### src/rtl/weight_lfsr_bank_param_if.sv
// Control/status bundle for the weight LFSR bank. The master side (the
// sequencer or a bench) drives loads, steps, read/compute selects and scan
// starts. The slave side (the bank) returns the registered row bus and the
// scan status.
interface weight_lfsr_bank_param_if #(
    parameter int N_R        = 81,
    parameter int LFSR_WIDTH = 5,
    parameter int FXP        = 6,
    parameter int SEL_W      = $clog2(N_R),
    parameter int ADDR_W     = $clog2(N_R*FXP)
);
    logic                   lfsr_load;
    logic                   lfsr_load_all;
    logic [SEL_W-1:0]       lfsr_sel;
    logic [LFSR_WIDTH-1:0]  LFSR_REG_INIT;
    logic                   lfsr_en;
    logic                   lfsr_option_sel;
    logic                   read_en;
    logic                   compute_en;
    logic [ADDR_W-1:0]      READ_ADDR;
    logic                   scan_start;
    logic                   scan_busy;
    logic                   scan_done;
    logic [N_R*FXP-1:0]     LFSR;

    modport master (
        output lfsr_load, lfsr_load_all, lfsr_sel, LFSR_REG_INIT, lfsr_en,
               lfsr_option_sel, read_en, compute_en, READ_ADDR, scan_start,
        input  scan_busy, scan_done, LFSR
    );

    modport slave (
        input  lfsr_load, lfsr_load_all, lfsr_sel, LFSR_REG_INIT, lfsr_en,
               lfsr_option_sel, read_en, compute_en, READ_ADDR, scan_start,
        output scan_busy, scan_done, LFSR
    );
endinterface

### src/rtl/weight_lfsr_bank_param.sv
// Weight-stimulus generator for the compute array: one Fibonacci LFSR per
// array row, plus a registered output bus that carries a one-hot scan sweep,
// a one-hot read select, the per-row LFSR weights, or zero.

// One row's LFSR. Load and step controls are resolved by the bank; the row
// applies load-over-step and the selected tap polynomial.
module weight_lfsr_row #(
    parameter int                W      = 5,
    parameter logic [W-1:0]      TAPS_A = 5'b10100,
    parameter logic [W-1:0]      TAPS_B = 5'b11000
) (
    input  logic         clk_i,
    input  logic         rst_i,
    input  logic         load_i,
    input  logic [W-1:0] seed_i,
    input  logic         step_i,
    input  logic         opt_i,
    output logic [W-1:0] state_o
);
    logic [W-1:0] state_q, state_d;
    logic [W-1:0] taps;
    logic         fb;

    // Next state: seed wins over a step; otherwise hold.
    always_comb begin
        taps    = opt_i ? TAPS_B : TAPS_A;
        fb      = ^(state_q & taps);
        state_d = state_q;
        if (load_i)
            state_d = seed_i;
        else if (step_i)
            state_d = {state_q[W-2:0], fb};
    end

    // State register; reset to 1 so no row ever starts locked at zero.
    always_ff @(posedge clk_i) begin
        if (rst_i)
            state_q <= W'(1);
        else
            state_q <= state_d;
    end

    assign state_o = state_q;
endmodule

module weight_lfsr_bank_param #(
    parameter int                      N_R        = 81,
    parameter int                      LFSR_WIDTH = 5,
    parameter int                      FXP        = 6,
    parameter logic [LFSR_WIDTH-1:0]   TAPS_A     = 5'b10100,
    parameter logic [LFSR_WIDTH-1:0]   TAPS_B     = 5'b11000,
    parameter int                      SEL_W      = $clog2(N_R),
    parameter int                      ADDR_W     = $clog2(N_R*FXP)
) (
    input  logic                       CLK,
    input  logic                       RESET,
    weight_lfsr_bank_param_if.slave    bus
);
    localparam int                 TOTAL   = N_R * FXP;
    localparam logic [ADDR_W-1:0]  LAST    = ADDR_W'(TOTAL - 1);
    localparam logic [TOTAL-1:0]   ONE_HOT = TOTAL'(1);

    typedef enum logic [1:0] {
        S_IDLE = 2'd0,
        S_SCAN = 2'd1,
        S_DONE = 2'd2
    } scan_state_e;

    scan_state_e                       scan_st_q;
    logic [ADDR_W-1:0]                 scan_addr_q;
    logic                              scan_busy_q;
    logic                              scan_done_q;

    logic [N_R-1:0][LFSR_WIDTH-1:0]    state;
    logic [N_R-1:0][FXP-1:0]           weights;
    logic [LFSR_WIDTH-1:0]             seed_eff;
    logic [TOTAL-1:0]                  lfsr_q, lfsr_d;

    // A zero seed would lock an LFSR at zero forever; substitute 1.
    assign seed_eff = (bus.LFSR_REG_INIT == '0) ? LFSR_WIDTH'(1)
                                                : bus.LFSR_REG_INIT;

    // Row bank. An out-of-range lfsr_sel never matches any row index, so it
    // loads nothing. Broadcast and per-row loads use the same seed, so
    // OR-ing them preserves the broadcast-first precedence.
    generate
        for (genvar r = 0; r < N_R; r++) begin : g_row
            logic load_row;
            assign load_row = bus.lfsr_load_all |
                              (bus.lfsr_load && (bus.lfsr_sel == SEL_W'(r)));

            weight_lfsr_row #(
                .W      (LFSR_WIDTH),
                .TAPS_A (TAPS_A),
                .TAPS_B (TAPS_B)
            ) u_row (
                .clk_i   (CLK),
                .rst_i   (RESET),
                .load_i  (load_row),
                .seed_i  (seed_eff),
                .step_i  (bus.lfsr_en),
                .opt_i   (bus.lfsr_option_sel),
                .state_o (state[r])
            );

            assign weights[r] = FXP'(state[r]);
        end
    endgenerate

    // Scan sequencer: IDLE -> SCAN (one bit index per cycle) -> DONE (one
    // cycle) -> IDLE. Starts are ignored while busy, and the address stops
    // at the last index instead of wrapping.
    always_ff @(posedge CLK) begin
        if (RESET) begin
            scan_st_q   <= S_IDLE;
            scan_addr_q <= '0;
            scan_busy_q <= 1'b0;
            scan_done_q <= 1'b0;
        end else begin
            case (scan_st_q)
                S_IDLE: begin
                    scan_done_q <= 1'b0;
                    if (bus.scan_start) begin
                        scan_st_q   <= S_SCAN;
                        scan_addr_q <= '0;
                        scan_busy_q <= 1'b1;
                    end
                end
                S_SCAN: begin
                    if (scan_addr_q == LAST) begin
                        scan_st_q   <= S_DONE;
                        scan_done_q <= 1'b1;
                    end else begin
                        scan_addr_q <= scan_addr_q + ADDR_W'(1);
                    end
                end
                S_DONE: begin
                    scan_st_q   <= S_IDLE;
                    scan_busy_q <= 1'b0;
                    scan_done_q <= 1'b0;
                end
                default: begin
                    scan_st_q   <= S_IDLE;
                    scan_busy_q <= 1'b0;
                    scan_done_q <= 1'b0;
                end
            endcase
        end
    end

    // Output mux: scan, then read, then weights, then zero. A shift past the
    // bus width yields zero, which covers an out-of-range READ_ADDR. The
    // weights use the row states from before this edge's update.
    always_comb begin
        lfsr_d = '0;
        if (scan_st_q == S_SCAN)
            lfsr_d = ONE_HOT << scan_addr_q;
        else if (bus.read_en)
            lfsr_d = ONE_HOT << bus.READ_ADDR;
        else if (bus.compute_en)
            lfsr_d = weights;
    end

    // Registered output bus feeding the row drivers.
    always_ff @(posedge CLK) begin
        if (RESET)
            lfsr_q <= '0;
        else
            lfsr_q <= lfsr_d;
    end

    assign bus.LFSR      = lfsr_q;
    assign bus.scan_busy = scan_busy_q;
    assign bus.scan_done = scan_done_q;
endmodule

### src/flat_wrapper.sv
// flat-port wrapper written by rule: the top's interface ports become plain ports
module weight_lfsr_bank_param_flat 
#(
    parameter int                      N_R        = 81,
    parameter int                      LFSR_WIDTH = 5,
    parameter int                      FXP        = 6,
    parameter logic [LFSR_WIDTH-1:0]   TAPS_A     = 5'b10100,
    parameter logic [LFSR_WIDTH-1:0]   TAPS_B     = 5'b11000,
    parameter int                      SEL_W      = $clog2(N_R),
    parameter int                      ADDR_W     = $clog2(N_R*FXP)
)
  (CLK, RESET, bus_lfsr_load, bus_lfsr_load_all, bus_lfsr_sel, bus_LFSR_REG_INIT, bus_lfsr_en, bus_lfsr_option_sel, bus_read_en, bus_compute_en, bus_READ_ADDR, bus_scan_start, bus_scan_busy, bus_scan_done, bus_LFSR);
  weight_lfsr_bank_param_if #(.N_R(N_R), .LFSR_WIDTH(LFSR_WIDTH), .FXP(FXP), .SEL_W(SEL_W), .ADDR_W(ADDR_W)) bus_i ();
  input  logic CLK;
  input  logic RESET;
  input wire logic [$bits(bus_i.lfsr_load)-1:0] bus_lfsr_load;
  input wire logic [$bits(bus_i.lfsr_load_all)-1:0] bus_lfsr_load_all;
  input wire logic [$bits(bus_i.lfsr_sel)-1:0] bus_lfsr_sel;
  input wire logic [$bits(bus_i.LFSR_REG_INIT)-1:0] bus_LFSR_REG_INIT;
  input wire logic [$bits(bus_i.lfsr_en)-1:0] bus_lfsr_en;
  input wire logic [$bits(bus_i.lfsr_option_sel)-1:0] bus_lfsr_option_sel;
  input wire logic [$bits(bus_i.read_en)-1:0] bus_read_en;
  input wire logic [$bits(bus_i.compute_en)-1:0] bus_compute_en;
  input wire logic [$bits(bus_i.READ_ADDR)-1:0] bus_READ_ADDR;
  input wire logic [$bits(bus_i.scan_start)-1:0] bus_scan_start;
  output wire logic [$bits(bus_i.scan_busy)-1:0] bus_scan_busy;
  output wire logic [$bits(bus_i.scan_done)-1:0] bus_scan_done;
  output wire logic [$bits(bus_i.LFSR)-1:0] bus_LFSR;
  assign bus_i.lfsr_load = bus_lfsr_load;
  assign bus_i.lfsr_load_all = bus_lfsr_load_all;
  assign bus_i.lfsr_sel = bus_lfsr_sel;
  assign bus_i.LFSR_REG_INIT = bus_LFSR_REG_INIT;
  assign bus_i.lfsr_en = bus_lfsr_en;
  assign bus_i.lfsr_option_sel = bus_lfsr_option_sel;
  assign bus_i.read_en = bus_read_en;
  assign bus_i.compute_en = bus_compute_en;
  assign bus_i.READ_ADDR = bus_READ_ADDR;
  assign bus_i.scan_start = bus_scan_start;
  assign bus_scan_busy = bus_i.scan_busy;
  assign bus_scan_done = bus_i.scan_done;
  assign bus_LFSR = bus_i.LFSR;
  weight_lfsr_bank_param #(.N_R(N_R), .LFSR_WIDTH(LFSR_WIDTH), .FXP(FXP), .TAPS_A(TAPS_A), .TAPS_B(TAPS_B), .SEL_W(SEL_W), .ADDR_W(ADDR_W)) u_core (.CLK(CLK), .RESET(RESET), .bus(bus_i));
endmodule
### config.mk
export PLATFORM = sky130hd
export DESIGN_NAME = weight_lfsr_bank_param_flat
export DESIGN_NICKNAME = d
export VERILOG_FILES = /design/src/rtl/weight_lfsr_bank_param_if.sv /design/src/rtl/weight_lfsr_bank_param.sv /design/src/flat_wrapper.sv
export SDC_FILE = /design/constraint.sdc
export NUM_CORES = 2
export LEC_CHECK = 0
export ABC_CLOCK_PERIOD_IN_PS = 4000
export BUFFER_PORTS_ARGS = -buffer_cell sky130_fd_sc_hd__buf_2
export CORE_MARGIN = 2
export CORE_UTILIZATION = 35
export CTS_CLUSTER_DIAMETER = 120
export DETAILED_ROUTE_END_ITERATION = 7
export PLACE_DENSITY = 0.53
export SYNTH_ARGS = -nofsm -noshare
export SYNTH_HDL_FRONTEND = slang
export SYNTH_SLANG_ARGS = --single-unit
export TNS_END_PERCENT = 20
### constraint.sdc
create_clock -name CLK -period 4 [get_ports CLK]
set_input_delay 0.2 -clock CLK [delete_from_list [all_inputs] [get_ports CLK]]
set_output_delay 0.2 -clock CLK [all_outputs]
set_load 0.02 [all_outputs]
# After elaboration in Yosys (flattened, before gate mapping)
# Cells that the tools add are included.
# classes
eq_ne	85
n_shift	2
add_sub_neg	1
n_reduce_logical	251
n_bitwise	163
muxes	175
# ops
cell	count
$mux W486	2
$shl A1 B9 Y486 const A	2
$mux W5	163
$mux W485	1
$and A5 B5 Y5	81
$reduce_xor A5 Y1	81
$eq A7 B6 Y1 const B	32
$reduce_bool A2 Y1	82
$eq A7 B7 Y1 const B	17
$eq A7 B5 Y1 const B	16
$logic_and A1 B1 Y1	81
$or A1 B1 Y1	81
$eq A7 B4 Y1 const B	8
$eq A7 B3 Y1 const B	4
$mux W9	2
$pmux W9 S2	1
$eq A7 B2 Y1 const B	2
$add A9 B1 Y9 const B	1
$eq A9 B9 Y1 const B	1
$eq A7 B1 Y1 const B	1
$logic_not A7 Y1	1
$logic_not A5 Y1	1
$mux W2	2
$mux W4	1
11 further kinds	13
# totals
regBits	904
inputBits	30

# Depth between registers and ports, before layout
# logic_depth
ltp_word	5
mapped_depth	9

# Modules after synthesis
# From an unflattened synthesis, not the netlist that was laid out.
# unflattened
hier_cells	4229
area_unflattened_um2	41523.6
# modules_own_cells
mod	n_inst	area_each_um2	seq_area_each_um2	cells_each
weight_lfsr_row	81	259.0	100.1	24
weight_lfsr_bank_param	1	20544.7	9989.6	2285

# Worst setup path before layout
# No wires, ideal clock.
# synth_timing
path_kind	reg-to-reg
from	reg u_core.scan_addr_q[0]
to	reg u_core.lfsr_q[387] (netlist: u_core.bus.LFSR[387])
path_stages_with_launch	7
n_path_buf	1
path_slack_ps	1980
arrival_time_ps	1943
path_cell_list	dfxtp_1 ha_1 ha_1 clkbuf_1 or3b_2 or2_2 o22ai_1
# synth_via
elab_chain_cells	2
# synth_lines
item	line_no	text
from (decl)	weight_lfsr_bank_param.sv:70	logic [ADDR_W-1:0] scan_addr_q;
from (signal assigned)	weight_lfsr_bank_param.sv:134	scan_addr_q <= scan_addr_q + ADDR_W'(1);
$shl A1 B9 Y486	weight_lfsr_bank_param.sv:157	lfsr_d = ONE_HOT << scan_addr_q;
$mux W486	weight_lfsr_bank_param.sv:156	if (scan_st_q == S_SCAN)
to (signal assigned)	weight_lfsr_bank_param.sv:169	lfsr_q <= lfsr_d;
to (decl)	weight_lfsr_bank_param.sv:77	logic [TOTAL-1:0] lfsr_q, lfsr_d;
# No other way between the ends.
# A chain may end at the register's enable or synchronous reset.

# Final worst setup path
# layout_timing
from	reg u_core.scan_addr_q[0]
to	reg u_core.lfsr_q[13] (netlist: u_core.bus.LFSR[13])
# Same word-level chain as after synthesis.

==> qor.yml <==
status:
  outcome: "complete, but fails checks"
  failed_checks: "DRC, capacitance limit, slew limit, setup timing"
routing:
  route.vias.total: 43700
  ant_nets: 0
  vias_per_cell: 6.59
  drt-total-wl_um: 255000
  drt-initial-drc-count: 7894
  drt_first_pass_iters: 8
  route.detailed.drc: 4
  wl_per_cell_um: 38.4
yosys:
  syn-num-nets: 4651
  synth_top_cell_area_share_pct: 43.8
  postSynthCellCount: 4615
  yosysMostFrequentCell: "dfxtp_1"
  ys_warn_count: 0
  synth_seq_cells: 904
  synth.avg_cell_area_um2: 8.95
  syn-cell-area_um2: 41300
  async_flop_share_pct: 0
  synth_common_cells: "904 x dfxtp_1, 613 x nor2_1, 405 x mux2i_1, 370 x nand2_1, 324 x a211oi_1"
  post_synth_num_cell_types: 76
  yosys.area.top_type: "dfxtp_1"
  synth_area_leaders: "dfxtp_1 44%, mux2i_1 9.8%, a211oi_1 5.9%"
  synthFlopType: "dfxtp_1"
  synth_edf_count: 0
  yosysSeqAreaShare_pct: 43.8
global_routing:
  grt_pass1_vias: 39500
  antenna_found_initial: 40
  gr-total-overflow: 0
  grt_max_degree: 170
  grt_use_total_pct: 40.3
  grt_pass1_wl_um: 340000
power_and_ir_drop:
  power_frac_comb_pct: 11.9
  p_int_mw: 15.9
  switching_share_pct: 29.1
  p_leak_nw: 19.2
  peakVddDrop_uv: 320
  power_frac_seq_pct: 44.4
  netSwitchingPower_mw: 6.51
  clockPowerShare_pct: 43.7
  pwr_density_cell_nw_per_um2: 452
die:
  ios: 518
  rows: 126
  core_area_um2: 118000
  die_h_um: 347
  initial_utilization_pct: 35.1
  die_x_um: 347
  die_area_um2: 121000
worst_setup_path:
  startpoint_type: "flop"
  required_ns: 4.60
  critical_path_class: "reg -> reg"
  cp_data_arrival_time_ns: 4.62
  cp-end-kind: "flop"
  worstPathMaxFanout: 17
timing:
  tns_ns: -0.0150
  post-route-min-period_ns: 4.01
  fmax_mhz: 249
  fin_crit_sh_pct: 100
  skew_ns: 0.0344
  hold_viol_final: 0
  rsz0062_at_grt: "false"
  worst_pin_slew_ns: 1.61
  slew_violations: 5
  setup_viol: 1
  slew_headroom_pct: -8.03
  fin_ws_ns: -0.0150
clock_tree:
  cts_tree: "yes"
  h-tree-depth: 3
  root_buffer: "clkbuf_16"
  clk_pin_slew_ns: 0.07
  clkLatencyLatePin_ns: 0.72
  cts_buffers: 100
  cts_max_path_buffers: 3
  cts-resized-gates: 0
  clkSinkCount: 904
job:
  cap_viol_max_count: 1
final_layout:
  drive_above_1_share_pct: 21.7
  post-route-util_pct: 42.0
  area.growth.synth_to_final_pct: 19.8
  final_nets: 5030
place:
  gp_congestion: 1.14
  dpl.hpwl_um: 184000
  io_buffers: 517
worst_hold_path:
  hp-class: "in -> reg"
## cells in the final DEF, fill, tap and decap left out, types with 68 or more instances in the layout
| cell type | Yosys | routed |
|---|---|---|
| dfxtp_1 | 904 | 904 |
| nor2_1 | 613 | 608 |
| buf_2 | 153 | 509 |
| mux2i_1 | 405 | 405 |
| nand2_1 | 370 | 369 |
| a211oi_1 | 324 | 324 |
| a22oi_1 | 317 | 317 |
| a21oi_1 | 238 | 238 |
| buf_4 | 19 | 221 |
| a32oi_1 | 124 | 124 |
| o22ai_1 | 115 | 115 |
| clkbuf_16 | 0 | 103 |
| o21ai_0 | 92 | 92 |
| nand3_1 | 84 | 84 |
| xnor2_1 | 71 | 71 |
| a31oi_1 | 68 | 68 |
## sequential cells by signal, indices dropped and copies added, names as in the netlist
name and count:
u_core.scan_st_q 2, u_core.bus.LFSR 486, u_core.g_row.u_row.state_o 405, u_core.bus.scan_done 1, u_core.scan_addr_q 9, u_core.bus.scan_busy 1
## worst paths after layout
| check | startpoint | end | slack, ns | depth (start not counted) |
|---|---|---|---|---|
| worst min-delay path | bus_LFSR_REG_INIT[4] | u_core.g_row[46].u_row.state_o[4] | 0.09 | 3 |
| worst min register to register | u_core.g_row[0].u_row.state_o[4] | u_core.bus.LFSR[4] | 0.49 | 2 |
| worst max-delay path | u_core.scan_addr_q[0] | u_core.bus.LFSR[13] | -0.01 | 5 |
| worst max register to register | u_core.scan_addr_q[0] | u_core.bus.LFSR[13] | -0.01 | 5 |
## layout make-up
type	instances	area (um2)
clock inverters	61	663
fillers	11800	68200
inverters	19	72.6
diodes	22	55.1
multi-input cells	3217	21300
repair buffers	752	4600
clock buffers	123	2750
well taps	1536	1920
flip-flops and latches	904	18100
## layer usage
layer / global-route usage [%] / wire length (um) / vias to the layer above
met1: 51.8 / 96700 / 21200
met4: 29.8 / 22500 / 40
met2: 54.8 / 99300 / 3725
li1: - / - / 17800
met3: 14.6 / 36000 / 865
met5: 0 / 267 / -
## power groups by stage
stage	clock (mW)	sequential, mW	combinational (mW)
3_3_place_gp	0	10.1	2.53
5_1_grt	10.2	9.94	2.76
3_5_place_dp	0	10.1	2.55
4_1_cts	9.82	9.89	2.57
6_report	9.78	9.93	2.66
2_1_floorplan	0	9.97	1.61
## cells by family after synthesis
group           Yosys count  synth area share, %
mux                     405                 9.82
simple gates           1291                 14.0
compound gates         1434                 25.2
xor+xnor                 81                 1.72
buf+inv                 494                 5.27
flops                   904                 43.8
fa+ha+maj                 6                0.182
## through the flow
stage / instances / worst slack [ns] / cell area (um2) / power [mW] / hold WS [ns]
2_1_floorplan: 4615 / 1.98 / 41300 / 11.6 / 0.393
3_3_place_gp: 6424 / 0.230 / 45900 / 12.6 / 0.471
3_5_place_dp: 6424 / 0.281 / 45900 / 12.6 / 0.470
4_1_cts: 6612 / 0.205 / 49400 / 22.3 / 0.0548
5_1_grt: 6615 / 0.221 / 49400 / 22.9 / 0.113
6_report: 6634 / -0.0150 / 49400 / 22.4 / 0.0862
## worst max-delay path: stages, from the launching register on
cell and delay [ns]:
dfxtp_1 0.44, ha_1 0.93, nand2b_1 0.49, nor3_1 1.15, a22oi_1 0.48, a21oi_1 0.42
## timing repair
item                                   CTS  global route
hold buffers                             4             0
setup endpoints to repair                0             0
endpoints found under the hold margin   24             0
setup buffers                            0             0
No activity file was read; power rests on OpenSTA's default activity.
